$ cat src/rtl/complement_conv_nbit.sv
// Chunk-serial complement converter: pass, ones' complement, negate or magnitude, CHUNK bits per clock.
// Optional saturation of the most-negative magnitude is enabled by defining COMPLEMENT_CONV_SAT_EN.
module complement_conv_nbit #(
  parameter int WIDTH = 8,
  parameter int CHUNK = 4
) (
  input  logic             clk,
  input  logic             rst,
  input  logic             start,
  input  logic [1:0]       mode,
  input  logic [WIDTH-1:0] a,
  output logic             busy,
  output logic             done,
  output logic [WIDTH-1:0] result,
  output logic             neg,
  output logic             ovf
);

  localparam int NCH   = WIDTH / CHUNK;
  localparam int IDX_W = (NCH > 1) ? $clog2(NCH) : 1;
  localparam logic [IDX_W-1:0] LAST_IDX = IDX_W'(NCH - 1);
  localparam logic [WIDTH-1:0] SAT_VAL  = {1'b0, {(WIDTH-1){1'b1}}};

  typedef enum logic [1:0] {
    IDLE,
    BUSY,
    DONE
  } state_t;

  state_t           state;
  logic [WIDTH-1:0] a_q;
  logic [1:0]       mode_q;
  logic             carry;
  logic [IDX_W-1:0] idx;
  logic [WIDTH-1:0] acc;

  logic             accept;
  logic             carry_init;
  logic             invert;
  logic [CHUNK-1:0] slice_op;
  logic [CHUNK-1:0] slice_sum;
  logic             slice_cout;
  logic [WIDTH-1:0] next_acc;
  logic             sat_hit;

  assign accept     = start && ((state == IDLE) || (state == DONE));
  assign carry_init = (mode == 2'b10) || ((mode == 2'b11) && a[WIDTH-1]);

  // Magnitude only inverts negative operands; neg holds the latched operand MSB.
  assign invert = (mode_q == 2'b01) || (mode_q == 2'b10) || ((mode_q == 2'b11) && neg);

  always_comb begin
    slice_op = a_q[int'(idx)*CHUNK +: CHUNK];
    if (invert) begin
      slice_op = ~slice_op;
    end
    {slice_cout, slice_sum} = {1'b0, slice_op} + {{CHUNK{1'b0}}, carry};
    next_acc = acc;
    next_acc[int'(idx)*CHUNK +: CHUNK] = slice_sum;
  end

  always_ff @(posedge clk or posedge rst) begin
    if (rst) begin
      state  <= IDLE;
      busy   <= 1'b0;
      done   <= 1'b0;
      result <= '0;
      neg    <= 1'b0;
      carry  <= 1'b0;
      idx    <= '0;
      acc    <= '0;
      a_q    <= '0;
      mode_q <= 2'b00;
    end else begin
      done <= 1'b0;
      case (state)
        IDLE, DONE: begin
          if (accept) begin
            a_q    <= a;
            mode_q <= mode;
            neg    <= a[WIDTH-1];
            carry  <= carry_init;
            idx    <= '0;
            acc    <= '0;
            state  <= BUSY;
            busy   <= 1'b1;
          end else begin
            state <= IDLE;
            busy  <= 1'b0;
          end
        end
        BUSY: begin
          acc   <= next_acc;
          carry <= slice_cout;
          // The final carry-out is dropped: arithmetic wraps modulo 2^WIDTH.
          if (idx == LAST_IDX) begin
            idx    <= '0;
            state  <= DONE;
            busy   <= 1'b0;
            done   <= 1'b1;
            result <= sat_hit ? SAT_VAL : next_acc;
          end else begin
            idx <= idx + IDX_W'(1);
          end
        end
        default: begin
          state <= IDLE;
          busy  <= 1'b0;
        end
      endcase
    end
  end

`ifdef COMPLEMENT_CONV_SAT_EN
  localparam logic [WIDTH-1:0] MIN_VAL = {1'b1, {(WIDTH-1){1'b0}}};

  logic min_q;
  logic ovf_q;

  assign sat_hit = (mode_q == 2'b11) && min_q;

  // ovf changes only together with result, at the end of a conversion.
  always_ff @(posedge clk or posedge rst) begin
    if (rst) begin
      min_q <= 1'b0;
      ovf_q <= 1'b0;
    end else if (accept) begin
      min_q <= (a == MIN_VAL);
    end else if ((state == BUSY) && (idx == LAST_IDX)) begin
      ovf_q <= sat_hit;
    end
  end

  assign ovf = ovf_q;
`else
  assign sat_hit = 1'b0;
  assign ovf     = 1'b0;
`endif

endmodule

$ cat config.mk
export PLATFORM = sky130hd
export DESIGN_NAME = complement_conv_nbit
export DESIGN_NICKNAME = d
export VERILOG_FILES = /design/src/rtl/complement_conv_nbit.sv
export SDC_FILE = /design/constraint.sdc
export NUM_CORES = 1
export LEC_CHECK = 0
export ABC_AREA = 1
export CAP_MARGIN = 15
export CORE_MARGIN = 2
export CORE_UTILIZATION = 50
export CTS_CLUSTER_DIAMETER = 30
export CTS_CLUSTER_SIZE = 12
export DETAILED_ROUTE_END_ITERATION = 10
export GPL_ROUTABILITY_DRIVEN = 0
export PLACE_DENSITY = 0.88
export SKIP_CTS_REPAIR_TIMING = 1
export SYNTH_ARGS = -nofsm -noshare
export SYNTH_HDL_FRONTEND = slang
export SYNTH_SLANG_ARGS = --single-unit
export TNS_END_PERCENT = 5
$ cat constraint.sdc
create_clock -name clk -period 2.3 [get_ports clk]
set_input_delay 0.46 -clock clk [delete_from_list [all_inputs] [get_ports clk]]
set_output_delay 0.46 -clock clk [all_outputs]
set_load 0.02 [all_outputs]
# Word-level counts from Yosys, hierarchy flattened
# Cells that the tools add are included.
dict set report word_totals {
  wordCells 56
  inputBits 13
  regBits 33
  out_inout_bits 12
}
dict set report classes {
  shifts 3
  n_bitwise 1
  addsub 3
  n_eq_ne 9
  mux 17
  reduce_logical 13
}
# operator n
set op_table {}
lappend op_table {{3-bit negation with 33-bit output} 1}
lappend op_table {{4-bit by 33-bit variable shift with 8-bit output, first input constant} 1}
lappend op_table {{4-bit by 33-bit indexed part select with 8-bit output} 1}
lappend op_table {{8-bit case mux with 2 select lines} 1}
lappend op_table {{2-bit == test, second input constant} 5}
lappend op_table {{8-bit bitwise mux} 1}
lappend op_table {{1-bit 2-to-1 mux} 8}
lappend op_table {{8-bit 2-to-1 mux} 1}
lappend op_table {{8-bit by 4-bit indexed part select with 4-bit output} 1}
lappend op_table {{1-bit case mux with 2 select lines} 3}
lappend op_table {{2-bit AND reduction} 3}
lappend op_table {{4-bit by 1-bit adder with 5-bit output} 1}
lappend op_table {{2-bit by 1-bit == test with 1-bit output, second input constant} 2}
lappend op_table {{1-bit logical OR} 4}
lappend op_table {{4-bit 2-to-1 mux} 1}
lappend op_table {{2-bit != test, second input constant} 2}
lappend op_table {{4-bit NOT} 1}
lappend op_table {{2-bit case mux with 2 select lines} 1}
lappend op_table {{1-bit logical AND} 3}
lappend op_table {{2-bit zero test} 1}
lappend op_table {{2-bit 2-to-1 mux} 1}
lappend op_table {{2-bit nonzero test} 1}
lappend op_table {{2-bit OR reduction} 1}
lappend op_table {{1-bit adder, second input constant} 1}

# Logic depth before layout (Yosys ltp)
dict set report depth {
  depth_word 8
  ltp_mapped 11
  depth_no_buf 10
}

# Worst setup path after synthesis
# OpenSTA, ideal clock, no wires.
dict set report synth_path {
  path_kind {reg2reg}
  start {register mode_q[0]}
  end {register acc[2]}
  setup_time_ns 0.126
  stages_incl_launch_ff 11
  path_buffers 0
  required_ns 2.174
  synth_period_minus_slack_ns 1.792
  slack_ns 0.508
  arrival_time_ns 1.665
  path_cell_list {dfrtp_1 -> ha_1 -> inv_1 -> nand2_2 -> xor2_1 -> ha_1 -> ha_1 -> inv_1 -> nand3_1 -> nand3_1 -> o21ai_0}
}
dict set report synth_between {
  elab_chain_cells 8
  elab_cells_between_ends 11
  cone_classes {1 x add/sub; 3 x eq/ne; 1 x shift; 3 x mux; 3 x reduce/logical}
}
# element line_no
set synth_rtl {}
lappend synth_rtl {{start: declaration} 32} ;# logic [1:0] mode_q;
lappend synth_rtl {{start signal: assignment} 80} ;# mode_q <= mode;
lappend synth_rtl {{2-bit by 1-bit == test with 1-bit output / 2-bit == test (equally long branches)} 50} ;# assign invert = (mode_q == 2'b01) || (mode_q == 2'b10) || ((mode_q == 2'b11) && neg);
lappend synth_rtl {{1-bit logical OR / 1-bit logical AND (equally long branches)} 50}
lappend synth_rtl {{1-bit logical OR *} 50}
lappend synth_rtl {{4-bit 2-to-1 mux *} 54} ;# if (invert) begin
lappend synth_rtl {{4-bit by 1-bit adder with 5-bit output *} 57} ;# {slice_cout, slice_sum} = {1'b0, slice_op} + {{CHUNK{1'b0}}, carry};
lappend synth_rtl {{4-bit by 33-bit indexed part select with 8-bit output *} 59} ;# next_acc[int'(idx)*CHUNK +: CHUNK] = slice_sum;
lappend synth_rtl {{8-bit bitwise mux *} 59}
lappend synth_rtl {{8-bit case mux with 2 select lines *} 76} ;# case (state)
lappend synth_rtl {{end signal: assignment} 93} ;# acc <= next_acc;
lappend synth_rtl {{end: declaration} 35} ;# logic [WIDTH-1:0] acc;
# Every way passes the cells marked *; elsewhere a longest branch is shown, timed or not.
# A chain may end at the register's enable or synchronous reset.

# Worst setup path in the final report
# Ends and elaborated chain as after synthesis.

==> flow_summary.json <==
{
  "outcome": "finished clean",
  "grt_pass1_wl_um": 4510,
  "dp.cells": 197,
  "h-tree-depth": 1,
  "final_common_cell": "nand2_1",
  "setup_tns_ns": 0,
  "yosysSeqAreaShare_pct": 51.7,
  "whs_ns": 0.478,
  "final_cell_mix": "nand2_1, dfrtp_1, clkdlybuf4s50_1, inv_1, nand3_1",
  "synthCells": 147,
  "synth_top_family_by_area": "simple AND/OR/NAND/NOR gates",
  "antenna_found_initial": 0,
  "postPlaceCellArea_um2": 1590,
  "cts_sinks": 28,
  "crit_type": "flip-flop to flip-flop",
  "grt_max_degree": 29,
  "critPathMaxFanout": 5,
  "worst_clock_skew_ns": 0.00216,
  "muxShareOfSynthArea_pct": 4.99,
  "antenna_cells": 0,
  "routed-wl-met2_um": 1240,
  "cts_root_buf": "clkbuf_4",
  "synth_edf_count": 0,
  "rsz0062_at_grt": "false",
  "area_growth_pct": 21.3,
  "setup_viol": 0,
  "met3_length_um": 139,
  "synth-async-reset-ratio_pct": 100,
  "ys_seq_elements": 28,
  "synth_flop_cell": "dfrtp_1",
  "route.detailed.drc": 0,
  "dr.pass1.iters": 4,
  "ir_worst_vdd_uv": 904,
  "initial_core_util_pct": 53.7,
  "synth.distinct_cells": 24,
  "end_kind": "flip-flop",
  "numCtsBuffers": 3,
  "synth_nets": 163,
  "cp.arrival_ns": 2.19,
  "min_path_type": "input pin to async pin",
  "post-route-period-util_pct": 85.4,
  "wl_met1_um": 1010,
  "cts_tree": "yes",
  "dp_hpwl_um": 1920,
  "finalPower_uw": 2700,
  "yosysWarnings": 0,
  "fp-row-count": 18,
  "fmax_mhz": 509,
  "detail_route.wl_per_cell_um": 12.2,
  "min_period_ns": 1.97,
  "synth-xor-area-share_pct": 1.85,
  "pin_count": 25,
  "dieWidth_um": 56.1,
  "drive_gt1_share_pct": 15.2,
  "syn_area_per_cell_um2": 9.22,
  "clkTransAtPathRegs_ns": 0.14,
  "n_fill_cell": 232,
  "power.density_nw_per_um2": 1640,
  "core_area_um2": 2520,
  "instances_no_fill": 201,
  "via_per_inst": 5.10,
  "synth-simple-area-share_pct": 23.4,
  "dr.first_iter.drc_count": 21,
  "vias": 1025,
  "grt_pass1_vias": 1028,
  "drv_slew": 0,
  "clk_path_buf_depth": 2,
  "crit_required_ns": 2.53,
  "maxCapViolCount": 0,
  "design_area_um2": 1640,
  "crit_path_start_kind": "flip-flop",
  "die_area_um2": 3140,
  "clkLatencyLatePin_ns": 0.32,
  "synth-adder-area-share_pct": 2.77,
  "synth_compound_area_share_pct": 6.65,
  "wl_um": 2450,
  "nNetsFinal": 188,
  "grt_remaining_overflow": 0,
  "hold_viol": 0,
  "p_leak_uw": 0.000818,
  "grt_use_total_pct": 17.8,
  "die_h_um": 56.1,
  "detail-route-antenna-nets": 0,
  "portBuffers": 23,
  "netlist_area_um2": 1360,
  "top_layer_used": "met4"
}
[stage by stage]
| step | util [%] | setup slack, ns |
|---|---|---|
| 3_5_place_dp | 63.1 | 0.373 |
| 4_1_cts | 65.2 | 0.364 |
| 6_report | 65.2 | 0.335 |
| 3_3_place_gp | 63.1 | 0.464 |
| 5_1_grt | 65.2 | 0.176 |
| 2_1_floorplan | - | 0.508 |
[power by group]
part           internal, µW  total (µW)  switching (µW)
registers               723         868             145
logic                   599        1510             915
clock network           176         315             139
total                  1500        2700            1200
[worst paths after layout]
kind / slack [ns] / start / end / cells after the start
worst max-delay path: 0.33 / mode_q[0]$_DFFE_PP0P_ / acc[2]$_DFFE_PP0P_ / 10
worst min-delay path: 0.48 / rst / result[0]$_DFFE_PP0P_ / 3
worst max register to register: 0.33 / mode_q[0]$_DFFE_PP0P_ / acc[2]$_DFFE_PP0P_ / 10
worst min register to register: 0.49 / busy$_DFFE_PP0N_ / busy$_DFFE_PP0N_ / 2
max in group asynchronous: 1.56 / rst / acc[1]$_DFFE_PP0P_ / 3
min in group clk: 0.49 / busy$_DFFE_PP0N_ / busy$_DFFE_PP0N_ / 2
[cells by family (layout without fill, tap and decap cells)]
family / Yosys count / count (layout)
fa+ha+maj: 3 / 3
other cells: 1 / 1
compound gates: 15 / 15
buf+inv: 21 / 45
flops: 28 / 28
mux: 6 / 6
simple gates: 71 / 71
xor+xnor: 2 / 2
[flip-flops by register name, indices dropped and copies added (netlist names)]
name,count
state,2
a_q,7
carry,1
result,8
busy,1
done,1
idx,1
acc,4
mode_q,2
neg,1
[critical path, stage by stage (launching register included)]
cell and delay, ns:
dfrtp_1 0.41, ha_1 0.31, inv_1 0.07, nand2_2 0.10
xor2_1 0.18, ha_1 0.23, ha_1 0.21, inv_1 0.07
nand3_1 0.11, nand3_1 0.10, o21ai_0 0.07
[cells in the mapped netlist (2+ instances only)]
cell,count,area (µm²)
o21ai_2,3,26.3
nand2_2,5,31.3
inv_1,13,48.8
o21ai_0,6,30.0
dfrtp_1,28,701
a21oi_1,4,20.0
inv_2,2,7.51
ha_1,3,37.5
nand2_1,46,173
buf_6,3,33.8
nor2_1,8,30.0
mux2_2,6,67.6
nand3_1,9,45.0
[cell type report]
cell class	count	area, µm²	area share, %
Sequential cell	28	701	42.6
Inverter	16	67.6	4.11
Multi-Input combinational cell	98	541	32.9
Clock inverter	1	30.0	1.83
Timing Repair Buffer	25	245	14.9
Clock buffer	3	22.5	1.37
Tap cell	30	37.5	2.28
[metal layers]
| layer | vias to the layer above | track usage [%] |
|---|---|---|
| li1 | 506 | - |
| met1 | 468 | 21.8 |
| met2 | 44 | 30.6 |
| met3 | 7 | 2.56 |
| met4 | 0 | 8.50 |
| met5 | - | 0 |
(Power assumes the default switching activity.)
==> RTL edit: new RTL, same flow settings <==
The option `COMPLEMENT_CONV_SAT_EN` is turned on by a define.
--- a/src/rtl/complement_conv_nbit.sv
+++ b/src/rtl/complement_conv_nbit.sv
@@ -1,5 +1,7 @@
 // Chunk-serial complement converter: pass, ones' complement, negate or magnitude, CHUNK bits per clock.
 // Optional saturation of the most-negative magnitude is enabled by defining COMPLEMENT_CONV_SAT_EN.
+`define COMPLEMENT_CONV_SAT_EN
+
 module complement_conv_nbit #(
   parameter int WIDTH = 8,
   parameter int CHUNK = 4
Formal check against the unedited RTL: not equivalent (Yosys sat finds a counterexample within 4 cycles, from zero or initial values and one cycle with rst high).
==> RTL edit against the original RTL <==
- first-iteration DRC count is 33% higher
- setup slack worse by 0.081 ns
- design area is 16% higher
- die area is 15% higher
- non-clock buffer count is 1 higher
- power is 14% higher
- sequential cell count is 5 higher
- routed wire length is 34% higher
- via count is 21% higher
- area after synthesis is 16% higher
- critical path type unchanged
- highest routed layer unchanged
==> RTL edit: results (changes against the original RTL) <==
post-synthesis sequential area ratio 52.4% (+0.67 points); GR Util met2 35.6% (+5.0 points); Filler cells 255 (+9.9%); ys async rst share 100% (unchanged); Final Util 63.2% (-2.0 points); DRT Wirelength 3.27 mm (+34%); CP arrival 2.27 ns (+0.08 ns); Distinct cells, synth 31 (+29%); Post-DP Area 1870 um^2 (+17%); CP Max Fanout 4 (-1); met3 wire len 144 um (+3.6%); biggest regs result: 8 flops, a_q: 7 flops, acc: 7 flops; number of CTS-inserted buffers 5 (+2); largest net degree at the start of global routing 34 (+17%); Clock Skew 0.00656 ns (+0.00440 ns); Via density 5.26 (+3.1%); routed wire length per instance 13.9 um (+14%); share of cells above drive strength 1 16.1% (+0.94 points); Tot GR Track Use 21.2% (+3.4 points); syn avg cell area 9.79 um^2 (+6.2%); outcome completed; Peak VDD IR 0.723 mV (-20%); clock power share 10.0% (-1.7 points); H-tree depth 2 (+1); Critical Path End acc[5]$_DFFE_PP0P_; R2R depth 8 (-2); pre-CTS setup slack 0.276 ns (-0.0972 ns); first-pass GRT wire length 5.42 mm (+20%); top cells by area, synth dfrtp_1 (52%), nand2_1 (11%), mux2_2 (5.0%), nand3_1 (4.1%), inv_1 (2.9%); hpwl dp 2.44 mm (+27%); DR iter-0 viols 28 (+33%); R2R setup slack 0.25 ns (-0.08 ns); leak pwr 0.000935 uW (+14%); Skew-Pair Late Insertion Delay 0.34 ns (+0.02 ns); top post-synthesis cells by count nand2_1 (45), dfrtp_1 (33), nand3_1 (13); Layout Nets 207 (+10%); met2 wire len 1.69 mm (+36%); crit path time final 2.05 ns (+0.0812 ns); clk slew on worst S/H paths 0.10 ns (-0.04 ns); Syn Nets 177 (+8.6%); met1 usage 22.2% (+0.32 points); GR Util met3 8.23% (+5.7 points); Placed Cells 228 (+16%); Critical Path Max Stage Delay ~0.40 ns; final hold slack 0.491 ns (+0.0134 ns); P_comb 1750 uW (+16%); met1 wire length 1.31 mm (+29%); # port buffers 24 (+4.3%); vias in the first global route 1,316 (+28%); Power Internal 1680 uW (+12%); switching share of power 45.4% (+0.96 points)
==> RTL edit: cell types whose count changed after synthesis, sizes merged, moves of 3 or more <==
cell     change
dfrtp        +5
a2bb2oi      +4
nor2         -3
nand3        +4
==> RTL edit: cells by family (layout without fill, tap and decap cells) <==
kind of cell | Yosys count | count (layout) | synth area share [%]
adder cells (fa/ha/maj) | 3 | 3 | 2.38
XOR/XNOR | 2 | 2 | 1.59
multiplexers | 7 | 7 | 5.00
AO/OA/AOI/OAI | 19 | 19 | 8.10
buffers and inverters | 19 | 50 | 5.79
AND/OR/NAND/NOR | 78 | 78 | 24.8
flip-flops | 33 | 33 | 52.4
==> RTL edit: cell type report <==
| type | count | share of cell area, % |
|---|---|---|
| clock buffers | 8 | 2.55 |
| well taps | 44 | 2.88 |
| multi-input cells | 109 | 34.4 |
| repair buffers | 26 | 13.3 |
| inverters | 16 | 3.66 |
| flip-flops and latches | 33 | 43.1 |
